==> src/rtl/seven_segment_scan_driver_if.sv <==
// seven_segment_scan_driver_if: load/value in, busy/done/digit/anode out for the scan driver
interface seven_segment_scan_driver_if #(
  parameter int DATA_W     = 16,
  parameter int NUM_DIGITS = 5
);
  logic                  i_load;
  logic [DATA_W-1:0]     i_data_in;
  logic                  o_busy;
  logic                  o_done;
  logic [3:0]            o_digit;
  logic [NUM_DIGITS-1:0] o_anode;
  modport master (output i_load, i_data_in, input o_busy, o_done, o_digit, o_anode);
  modport slave  (input i_load, i_data_in, output o_busy, o_done, o_digit, o_anode);
endinterface

==> src/rtl/seven_segment_scan_driver.sv <==
// seven_segment_scan_driver: double-dabble binary->BCD into a display buffer, scanned one digit per slot; define LEADING_ZERO_BLANK_EN to blank leading zeros
module seven_segment_scan_driver #(
  parameter int DATA_W      = 16,
  parameter int NUM_DIGITS  = 5,
  parameter int REFRESH_DIV = 100000
) (
  input  logic                         i_clk,
  input  logic                         i_rst_n,
  seven_segment_scan_driver_if.slave   bus
);
  localparam int BW = 4 * NUM_DIGITS;
  localparam int CW = $clog2(DATA_W + 1);
  localparam int PW = $clog2(REFRESH_DIV);
  localparam int IW = NUM_DIGITS > 1 ? $clog2(NUM_DIGITS) : 1;
  typedef enum logic {IDLE, SHIFT} state_t;
  state_t                r_state, w_state_nxt;
  logic [DATA_W-1:0]     r_shift;
  logic [BW-1:0]         r_bcd, r_buf, w_adj, w_bcd_nxt;
  logic [CW-1:0]         r_cnt;
  logic                  r_done, w_busy, w_last;
  logic [PW-1:0]         r_pre;
  logic [IW-1:0]         r_idx, w_idx_nxt;
  logic [3:0]            r_digit, w_nib;
  logic [3:0]            w_nibs [NUM_DIGITS];
  logic [NUM_DIGITS-1:0] r_anode;
  genvar d;
  for (d = 0; d < NUM_DIGITS; d++) begin : g_nib
    assign w_adj[4*d +: 4] = r_bcd[4*d +: 4] >= 4'd5 ? r_bcd[4*d +: 4] + 4'd3 : r_bcd[4*d +: 4];
    assign w_nibs[d]       = r_buf[4*d +: 4];
  end
  assign w_bcd_nxt = (w_adj << 1) | BW'(r_shift[DATA_W-1]);
`ifdef LEADING_ZERO_BLANK_EN
  logic [NUM_DIGITS-1:0] w_lz;
  for (d = 0; d < NUM_DIGITS; d++) begin : g_lz
    assign w_lz[d] = (d != 0) && (r_buf[BW-1:4*d] == '0);
  end
  assign w_nib = w_lz[w_idx_nxt] ? 4'hF : w_nibs[w_idx_nxt];
`else
  assign w_nib = w_nibs[w_idx_nxt];
`endif
  // conversion FSM state register
  always_ff @(posedge i_clk)
    r_state <= !i_rst_n ? IDLE : w_state_nxt;
  // next state: a load (re)starts a conversion, the final shift returns to idle
  always_comb
    w_state_nxt = bus.i_load ? SHIFT : w_last ? IDLE : r_state;
  // FSM outputs: busy while shifting, last on the final shift cycle
  always_comb begin
    w_busy = r_state == SHIFT;
    w_last = w_busy && r_cnt == CW'(1);
  end
  // shift-add-3 datapath; the buffer only takes a completed result
  always_ff @(posedge i_clk)
    if (!i_rst_n) begin
      r_shift <= '0;
      r_bcd   <= '0;
      r_cnt   <= '0;
      r_buf   <= '0;
      r_done  <= 1'b0;
    end else begin
      r_done <= w_last;
      if (w_last) r_buf <= w_bcd_nxt;
      if (bus.i_load) begin
        r_shift <= bus.i_data_in;
        r_bcd   <= '0;
        r_cnt   <= CW'(DATA_W);
      end else if (w_busy) begin
        r_shift <= r_shift << 1;
        r_bcd   <= w_bcd_nxt;
        r_cnt   <= r_cnt - 1'b1;
      end
    end
  // next scan slot: advance on prescaler terminal count
  always_comb
    w_idx_nxt = r_pre != PW'(REFRESH_DIV - 1) ? r_idx : r_idx == IW'(NUM_DIGITS - 1) ? '0 : r_idx + 1'b1;
  // free-running prescaler, slot index and registered digit/anode pair
  always_ff @(posedge i_clk)
    if (!i_rst_n) begin
      r_pre   <= '0;
      r_idx   <= '0;
      r_digit <= '0;
      r_anode <= ~NUM_DIGITS'(1);
    end else begin
      r_pre   <= r_pre == PW'(REFRESH_DIV - 1) ? '0 : r_pre + 1'b1;
      r_idx   <= w_idx_nxt;
      r_digit <= w_nib;
      r_anode <= ~(NUM_DIGITS'(1) << w_idx_nxt);
    end
  assign bus.o_busy  = w_busy;
  assign bus.o_done  = r_done;
  assign bus.o_digit = r_digit;
  assign bus.o_anode = r_anode;
endmodule

==> src/flat_wrapper.sv <==
// flat-port wrapper written by rule: the top's interface ports become plain ports
module seven_segment_scan_driver_flat 
#(
  parameter int DATA_W      = 16,
  parameter int NUM_DIGITS  = 5,
  parameter int REFRESH_DIV = 100000
)
  (i_clk, i_rst_n, bus_i_load, bus_i_data_in, bus_o_busy, bus_o_done, bus_o_digit, bus_o_anode);
  seven_segment_scan_driver_if #(.DATA_W(DATA_W), .NUM_DIGITS(NUM_DIGITS)) bus_i ();
  input  logic i_clk;
  input  logic i_rst_n;
  input wire logic [$bits(bus_i.i_load)-1:0] bus_i_load;
  input wire logic [$bits(bus_i.i_data_in)-1:0] bus_i_data_in;
  output wire logic [$bits(bus_i.o_busy)-1:0] bus_o_busy;
  output wire logic [$bits(bus_i.o_done)-1:0] bus_o_done;
  output wire logic [$bits(bus_i.o_digit)-1:0] bus_o_digit;
  output wire logic [$bits(bus_i.o_anode)-1:0] bus_o_anode;
  assign bus_i.i_load = bus_i_load;
  assign bus_i.i_data_in = bus_i_data_in;
  assign bus_o_busy = bus_i.o_busy;
  assign bus_o_done = bus_i.o_done;
  assign bus_o_digit = bus_i.o_digit;
  assign bus_o_anode = bus_i.o_anode;
  seven_segment_scan_driver #(.DATA_W(DATA_W), .NUM_DIGITS(NUM_DIGITS), .REFRESH_DIV(REFRESH_DIV)) u_core (.i_clk(i_clk), .i_rst_n(i_rst_n), .bus(bus_i));
endmodule
==> config.mk <==
export PLATFORM = sky130hd
export DESIGN_NAME = seven_segment_scan_driver_flat
export DESIGN_NICKNAME = d
export VERILOG_FILES = /design/src/rtl/seven_segment_scan_driver_if.sv /design/src/rtl/seven_segment_scan_driver.sv /design/src/flat_wrapper.sv
export SDC_FILE = /design/constraint.sdc
export NUM_CORES = 1
export LEC_CHECK = 0
export ABC_AREA = 1
export CAP_MARGIN = 20
export CELL_PAD_IN_SITES_DETAIL_PLACEMENT = 0
export CELL_PAD_IN_SITES_GLOBAL_PLACEMENT = 2
export CORE_MARGIN = 5
export CORE_UTILIZATION = 25
export DETAILED_ROUTE_END_ITERATION = 12
export GPL_TIMING_DRIVEN = 0
export PLACE_DENSITY = 0.71
export SYNTH_ARGS = -nofsm -noshare
export SYNTH_HDL_FRONTEND = slang
export SYNTH_SLANG_ARGS = --single-unit
==> constraint.sdc <==
create_clock -name i_clk -period 2.3 [get_ports i_clk]
set_input_delay 0.23 -clock i_clk [delete_from_list [all_inputs] [get_ports i_clk]]
set_output_delay 0.23 -clock i_clk [all_outputs]
set_load 0.02 [all_outputs]
### Yosys cells after proc, flatten, opt, wreduce, memory -nomap -nowiden

Cells that the tools add are included.

* add/sub/neg operators: 8
* mux-type cells: 16
* reduce and logical (&&, ||, !) cells: 5
* bitwise gates (word level): 4
* order comparisons: 6
* shifts and indexed selects: 1
* eq/ne operators: 4

Operators with widths (number)
* $mux 16: 2
* $mux 4: 6
* $ge 4x3->1 const B: 5
* $or 20x1->20: 1
* $add 17x1->17 const B: 1
* $eq 17x17->1 const B: 1
* $ne 17x17->1 const B: 1
* $add 4x2->4 const B: 4
* $bmux 4 s3: 1
* $mux 5: 2
* $mux 3: 3
* $eq 5x1->1 const B: 1
* $not 5->5: 1
* $shl 1x3->5 const A: 1
* $sub 5x1->5 const B: 1
* $ge 4x4->1 const B: 1
* $not 3->4: 1
* $reduce_bool 2->1: 2
* $reduce_or 2->1: 2
* $add 3x1->3 const B: 1
* $add 3x2->3 const B: 1
* $eq 3x3->1 const B: 1
* $mux 1: 2
* $logic_and 1x1->1: 1
* $not 1->1: 1

* register bits after elaboration: 92
* word-level logic and storage cells: 55

### Logic depth before layout (Yosys ltp)

Gate-level depths: netlist of the first run.

* word-level depth: 7
* mapped depth: 12
* gate-level depth less buffers: 12

### Worst setup path after synthesis of the first run

No wires, ideal clock.

* path kind: flip-flop to flip-flop
* start point: register u_core.r_pre[0]
* end point: register u_core.r_digit[0], in the netlist u_core.bus.o_digit[0]
* stages on the path, launching flop included: 13
* arrival: 1.543 ns
* path slack: 0.643 ns
* required time: 2.186 ns
* cells stage by stage: dfxtp_1 -> ha_1 -> nand2_2 -> nor2_4 -> inv_1 -> nor2_1 -> nand3_1 -> nand2_1 -> nand2_1 -> and2_1 -> buf_6 -> nand3_1 -> nand2_1

* longest elaborated chain between the ends: 6

RTL lines
* start: declaration: line seven_segment_scan_driver.sv:21 `logic [PW-1:0] r_pre;`
* start signal: assignment: line seven_segment_scan_driver.sv:84 `r_pre <= r_pre == PW'(REFRESH_DIV - 1) ? '0 : r_pre + 1'b1;`
* $ne 17x17->1: line seven_segment_scan_driver.sv:75 `w_idx_nxt = r_pre != PW'(REFRESH_DIV - 1) ? r_idx : r_idx == IW'(NUM_DIGITS - 1) ? '0 : r_idx + 1'b1;`
* $mux 3: line seven_segment_scan_driver.sv:75
* $not 3->4 (implied by the code): line seven_segment_scan_driver.sv:39 `assign w_nib = w_nibs[w_idx_nxt];`
* $bmux 4 s3: line seven_segment_scan_driver.sv:39
* $mux 4 (implied by the code) (2 in series): line seven_segment_scan_driver.sv:39
* end signal: assignment: line seven_segment_scan_driver.sv:86 `r_digit <= w_nib;`
* end: declaration: line seven_segment_scan_driver.sv:23 `logic [3:0] r_digit, w_nib;`

Every way passes these cells. The select of a mux whose other input is x is not followed.
A chain may end at the register's enable or synchronous reset.

### Worst setup path after layout of the first run

* start point: register u_core.r_pre[0]
* end point: register u_core.r_digit[3], in the netlist u_core.bus.o_digit[3]

The elaborated chain is that of the path after synthesis.

==> results of run 1 <==
-- cell families after synthesis --
family,Yosys count,share of synthesized area [%]
fa+ha+maj,15,4.41
buf+inv,99,9.21
flops,92,43.3
simple gates,214,23.3
xor+xnor,9,1.85
compound gates,137,17.9
-- metal layers --
| metal | vias to the layer above | GRT usage (%) | share of wire, % | wire (µm) |
|---|---|---|---|---|
| li1 | 1955 | - | - | - |
| met1 | 1816 | 16.3 | 49 | 5790 |
| met2 | 47 | 20.1 | 46 | 5480 |
| met3 | 12 | 3.37 | 3.4 | 401 |
| met4 | 0 | 3.31 | 1.3 | 158 |
| met5 | - | 0 | 0 | 0 |
-- worst max-delay path, cell delays in order, from the launching register on --
cell and delay, ns:
dfxtp_1 0.37, ha_1 0.20, nand2_2 0.08, nor2_4 0.14
inv_1 0.09, nor2_1 0.14, nand3_1 0.08, nand2_1 0.07
nand2_1 0.18, and2_1 0.22, buf_6 0.13, nand3_1 0.07
nand2_1 0.06
-- where the power goes --
group	total, µW	switching, µW	internal, µW
sequential	1670	31.0	1640
combinational	277	180	96.9
clock	1430	679	748
-- flip-flops by register name, summed over array words and instances (netlist names), 3 cells and up --
| signal | count |
|---|---|
| u_core.r_idx | 3 |
| u_core.r_shift | 16 |
| u_core.bus.o_anode | 5 |
| u_core.r_pre | 17 |
| u_core.r_bcd | 20 |
| u_core.r_buf | 20 |
| u_core.bus.o_digit | 4 |
| u_core.r_cnt | 5 |
-- cells in the final DEF, fill, tap and decap left out, drive strengths merged, types with 5 or more instances in the layout --
cell | Yosys | layout
o211ai | 7 | 7
clkinv | 3 | 5
a21oi | 40 | 40
inv | 75 | 78
nand2 | 81 | 81
nor3 | 12 | 12
ha | 15 | 15
buf | 8 | 8
o221ai | 7 | 7
xor2 | 9 | 9
o21ai | 72 | 72
clkbuf | 13 | 22
dfxtp | 92 | 92
nor2 | 56 | 56
nand4 | 9 | 9
clkdlybuf4s50 | 0 | 27
nand3 | 44 | 44
-- per-stage QoR --
stage	instance area (µm²)	utilization, %	hold slack [ns]
6_report	5080	30.5	0.300
3_5_place_dp	4800	28.8	0.456
4_1_cts	5080	30.5	0.278
3_3_place_gp	4800	28.8	0.445
2_1_floorplan	4250	-	0.373
5_1_grt	5080	30.5	0.325
-- cell type report --
cell class | instances | area share (%)
multi-input cells | 375 | 39.7
flip-flops and latches | 92 | 36.2
inverters | 78 | 5.76
well taps | 220 | 5.42
repair buffers | 27 | 5.32
clock buffers | 9 | 4.43
plain buffers | 21 | 1.94
clock inverters | 7 | 1.16
-- how the worst max path moves through the flow --
stage	slack, ns	endpoint
CTS	0.33	u_core.bus.o_digit[3]
global placement	0.17	u_core.r_bcd[13]
floorplan	0.64	u_core.bus.o_digit[0]
global route	0.08	u_core.bus.o_digit[3]
finish	0.36	u_core.bus.o_digit[3]
detailed placement	0.17	u_core.r_bcd[5]
==> results by group, run 1 <==
Status
  – Status: complete, no violations

Synth
  – Syn avg cell area: 7.51 µm²
  – Count leader, synth: dfxtp_1
  – Main synth FF type: dfxtp_1
  – Area leader, netlist: dfxtp_1
  – FF+latch count, synth: 92
  – Synth top area share: 43.3%
  – Most frequent cells after synthesis: dfxtp_1 (92), nand2_1 (77), inv_1 (75)
  – Synth warnings: 0
  – Post-synth ARST share: 0%
  – Syn Inst Count: 566
  – Synth Net Count: 600
  – Synth top area cells: dfxtp_1 (43%), o21ai_0 (8.4%), nand2_1 (6.8%), inv_1 (6.6%), nand3_1 (5.1%)
  – Post-Syn Area: 4250 µm²
  – Synth cell types: 38
  – Post-synth EDFFs: 0
  – Seq/Total Area, Yosys: 43.3%

Routing
  – Antenna viol nets, final: 0
  – DRC Markers: 0
  – WL/cell: 14.3 µm
  – DR iter-0 viols: 182
  – Final WL: 11800 µm
  – Number of vias in the routed layout: 3830
  – Via/cell ratio: 4.62
  – Drt pass-1 iters: 6

STA
  – Slew Viols, Final: 0
  – Slew headroom: 52.9%
  – Minimum clock period: 1.94 ns
  – Total negative slack: 0 ns
  – Clock skew: 0.00553 ns
  – Max Fclk: 515 MHz
  – RSZ-0062 raised after global routing: no
  – Final WS setup: 0.360 ns
  – Least-Margin Pin Slew: 0.707 ns
  – Fin crit share: 84.3%
  – Final setup viols: 0
  – Fin. Hold Viols: 0

Place
  – Place WS: 0.167 ns
  – RePlAce Congestion: 0.741
  – Port bufs: 27
  – Final HPWL from detailed placement: 8850 µm
  – Cell total after placement: 813

Hold path
  – Hold Path Class: input port to flop
  – HP Start: bus_i_load
  – Hold Path End: u_core.r_shift[15]
  – Hold Path Cell Cnt: 3

Flow run
  – Max-cap viol count: 0

Worst setup path
  – Critical Path Sink Type: flop
  – FF-to-FF path depth: 12
  – R2R Path End: u_core.bus.o_digit[3]
  – Worst R2R Start: u_core.r_pre[0]
  – Reg2reg setup slack: 0.36 ns
  – Worst setup SP type: flop
  – CP arrival: 2.18 ns
  – Critical path class: flop to flop
  – Required time of the critical path: 2.54 ns
  – Worst Path Max Fanout: 7
  – Worst setup path start: u_core.r_pre[0]

Finish
  – Area delta synth->final: 19.5%
  – Register area: 1840 µm²
  – Ratio of cells with drive above 1 in the final layout: 6.24%
  – Cell Count, Final, Fillers Out: 829
  – Nets: 638
  – Ant diodes: 0
  – Area of the multi-input gates: 2020 µm²
  – Fill cells: 1773

Clocking
  – Clk slew on worst S/H paths: 0.07 ns
  – CTS tree: done
  – H-Tree Depth: 3
  – CTS Sinks: 92
  – CTS Root Cell: clkbuf_16
  – Setup bufs post-CTS: 0
  – PostCTS Resize Cnt: 0
  – Maximum clock path buffer count: 2
  – Hold-fix buffers, CTS: 0
  – Worst-skew pair later-pin latency: 0.35 ns
  – CTS Buf Count: 9

GRT
  – Initial antenna violation count: 0
  – Largest net degree at the start of global routing: 18
  – Vias in the first global route: 3840
  – GRT overflow: 0
  – First-pass GRT wire length: 19500 µm
  – Overall Global Routing Usage: 12.4%

Floorplan
  – Top-Level Pins: 30
  – Core Box Area: 16600 µm²
  – Die area: 19700 µm²
  – Core Rows: 47
  – Initial core utilization: 25.6%
  – Die height: 140 µm
  – Die Wd: 140 µm

Pwr
  – Design Power: 3380 µW
  – Max IR drop VDD: 0.000490 V
  – Pwr dens: 665 nW/µm²
  – P_leak: 0.00203 µW
Note: power is estimated with default switching activity, not from simulation.
==> inputs of run 2 (changes only) <==
==> constraint.sdc (replaced) <==
create_clock -name i_clk -period 1.85 [get_ports i_clk]
set_input_delay 0.185 -clock i_clk [delete_from_list [all_inputs] [get_ports i_clk]]
set_output_delay 0.185 -clock i_clk [all_outputs]
set_load 0.02 [all_outputs]
==> results by group, run 2 (same netlist as run 1, synthesis figures left out) <==
Pwr
  – Max IR drop VDD: 0.000610 V
  – Clock share of power: 42.3%
  – Sw frac: 26.4%
  – Pwr dens: 801 nW/µm²
  – Logic pwr share: 8.3%
  – Cell internal pwr: 3100 µW
  – Net Switching: 1110 µW
  – Sequential power share: 49.5%
  – P_leak: 0.00210 µW

STA
  – Total negative slack: 0 ns
  – Minimum clock period: 1.71 ns
  – Slew Viols, Final: 0
  – Max Fclk: 584 MHz
  – WHS: 0.250 ns
  – RSZ-0062 raised after global routing: yes
  – Clock skew: 0.00483 ns
  – Final setup viols: 0
  – Fin. Hold Viols: 0
  – Least-Margin Pin Slew: 0.677 ns
  – Slew headroom: 54.9%
  – Fin crit share: 92.5%

Clocking
  – CTS tree: done
  – CTS Buf Count: 9
  – CTS Sinks: 92
  – Maximum clock path buffer count: 2
  – H-Tree Depth: 3
  – Worst-skew pair later-pin latency: 0.35 ns
  – Clk slew on worst S/H paths: 0.07 ns
  – CTS Root Cell: clkbuf_16

Worst setup path
  – Critical path class: flop to flop
  – Critical Path Sink Type: flop
  – Worst Path Max Fanout: 10
  – CP arrival: 1.95 ns
  – Required time of the critical path: 2.09 ns
  – Worst setup SP type: flop

GRT
  – Largest net degree at the start of global routing: 18
  – GRT overflow: 0
  – Initial antenna violation count: 0
  – Vias in the first global route: 3850
  – Overall Global Routing Usage: 12.5%
  – First-pass GRT wire length: 19600 µm

Finish
  – Most common cell after layout, fill and taps aside: dfxtp_1
  – Area delta synth->final: 23.7%
  – Post-Route Utilization: 31.6%
  – Commonest cells after routing, fill and taps aside: dfxtp_1 (89), inv_1 (71), nand2_1 (71)
  – Ant diodes: 0
  – Ratio of cells with drive above 1 in the final layout: 10.9%
  – Cell Count, Final, Fillers Out: 837
  – Largest regs: u_core.r_bcd: 20 flops, u_core.r_buf: 20 flops, u_core.r_pre: 17 flops
  – Nets: 646

Routing
  – WL/cell: 14.3 µm
  – Number of vias in the routed layout: 3861
  – Final WL: 12000 µm
  – Drt pass-1 iters: 7
  – DRC Markers: 0
  – DR iter-0 viols: 155
  – Via/cell ratio: 4.61
  – Antenna viol nets, final: 0

Flow run
  – Max-cap viol count: 0

Floorplan
  – Core Rows: 47
  – Top-Level Pins: 30
  – Die Wd: 140 µm
  – Initial core utilization: 25.6%
  – Core Box Area: 16600 µm²
  – Die height: 140 µm
  – Die area: 19700 µm²

Status
  – Status: complete, no violations

Place
  – Final HPWL from detailed placement: 8850 µm
  – Cell total after placement: 813
  – RePlAce Congestion: 0.741
  – Port bufs: 27

Hold path
  – Hold Path Class: input port to flop
run 2: changes by cell type in the layout (fill, tap and decap cells not counted), sizes merged:
cell	delta
buf	+7
clkbuf	+1
clkinv	-1
inv	+1
run 2: through the flow:
stage / cell area (µm²) / worst slack [ns] / power [µW]
finish: 5260 / 0.138 / 4210
global route: 5260 / -0.0130 / 4400
CTS: 5120 / 0.00762 / 4260
detailed placement: 4800 / -0.238 / 2470
global placement: 4800 / -0.233 / 2460
floorplan: 4250 / 0.193 / 2330
run 2: power by group through the flow:
| stage | combinational, µW | clock, µW | sequential (µW) |
|---|---|---|---|
| final | 348 | 1780 | 2080 |
| after global routing | 396 | 1910 | 2090 |
| after CTS | 348 | 1830 | 2080 |
| after detailed placement | 346 | 0 | 2130 |
| after global placement | 338 | 0 | 2120 |
| after floorplan | 210 | 0 | 2120 |
run 2: metal layers:
| layer | up-vias | GRT usage (%) | part of all wire, % |
|---|---|---|---|
| met5 | - | 0 | 0 |
| met4 | 0 | 3.21 | 1.3 |
| met3 | 12 | 3.31 | 2.9 |
| met2 | 45 | 20.2 | 47 |
| met1 | 1831 | 16.5 | 49 |
| li1 | 1973 | - | - |
run 2: layout make-up:
type                    count  area [µm²]
fillers                  1757       11400
multi-input cells         375        2110
flip-flops and latches     92        1850
repair buffers             35         347
inverters                  78         295
well taps                 220         275
clock buffers               9         225
plain buffers              21         100
clock inverters             7        58.8
run 2: worst paths after layout:
check | from | endpoint | slack (ns) | cells past startpoint
setup / recovery | u_core.r_pre[0] | u_core.bus.o_digit[3] | 0.14 | 12
hold / removal | bus_i_load | u_core.r_shift[10] | 0.25 | 3
setup reg to reg | u_core.r_pre[0] | u_core.bus.o_digit[3] | 0.14 | 12
hold reg to reg | u_core.r_pre[0] | u_core.r_pre[0] | 0.45 | 1
run 2: worst max-delay path: stages, from the launching register on:
cell and delay [ns]:
dfxtp_4 0.37, ha_4 0.13, nand2_2 0.07, nor2_4 0.15, buf_4 0.15, nand3_4 0.12
nand2_8 0.12, nand2_2 0.06, buf_6 0.14, nand2_1 0.06, nand3_1 0.07, nand3_1 0.11
nand2_1 0.06
run 2: repair_timing:
item | CTS | global route
hold buffers | 0 | 0
resized for setup | 8 | 28
buffers inserted | 3 | 5
setup endpoints to repair | 13 | 34
pin swaps | 4 | 8
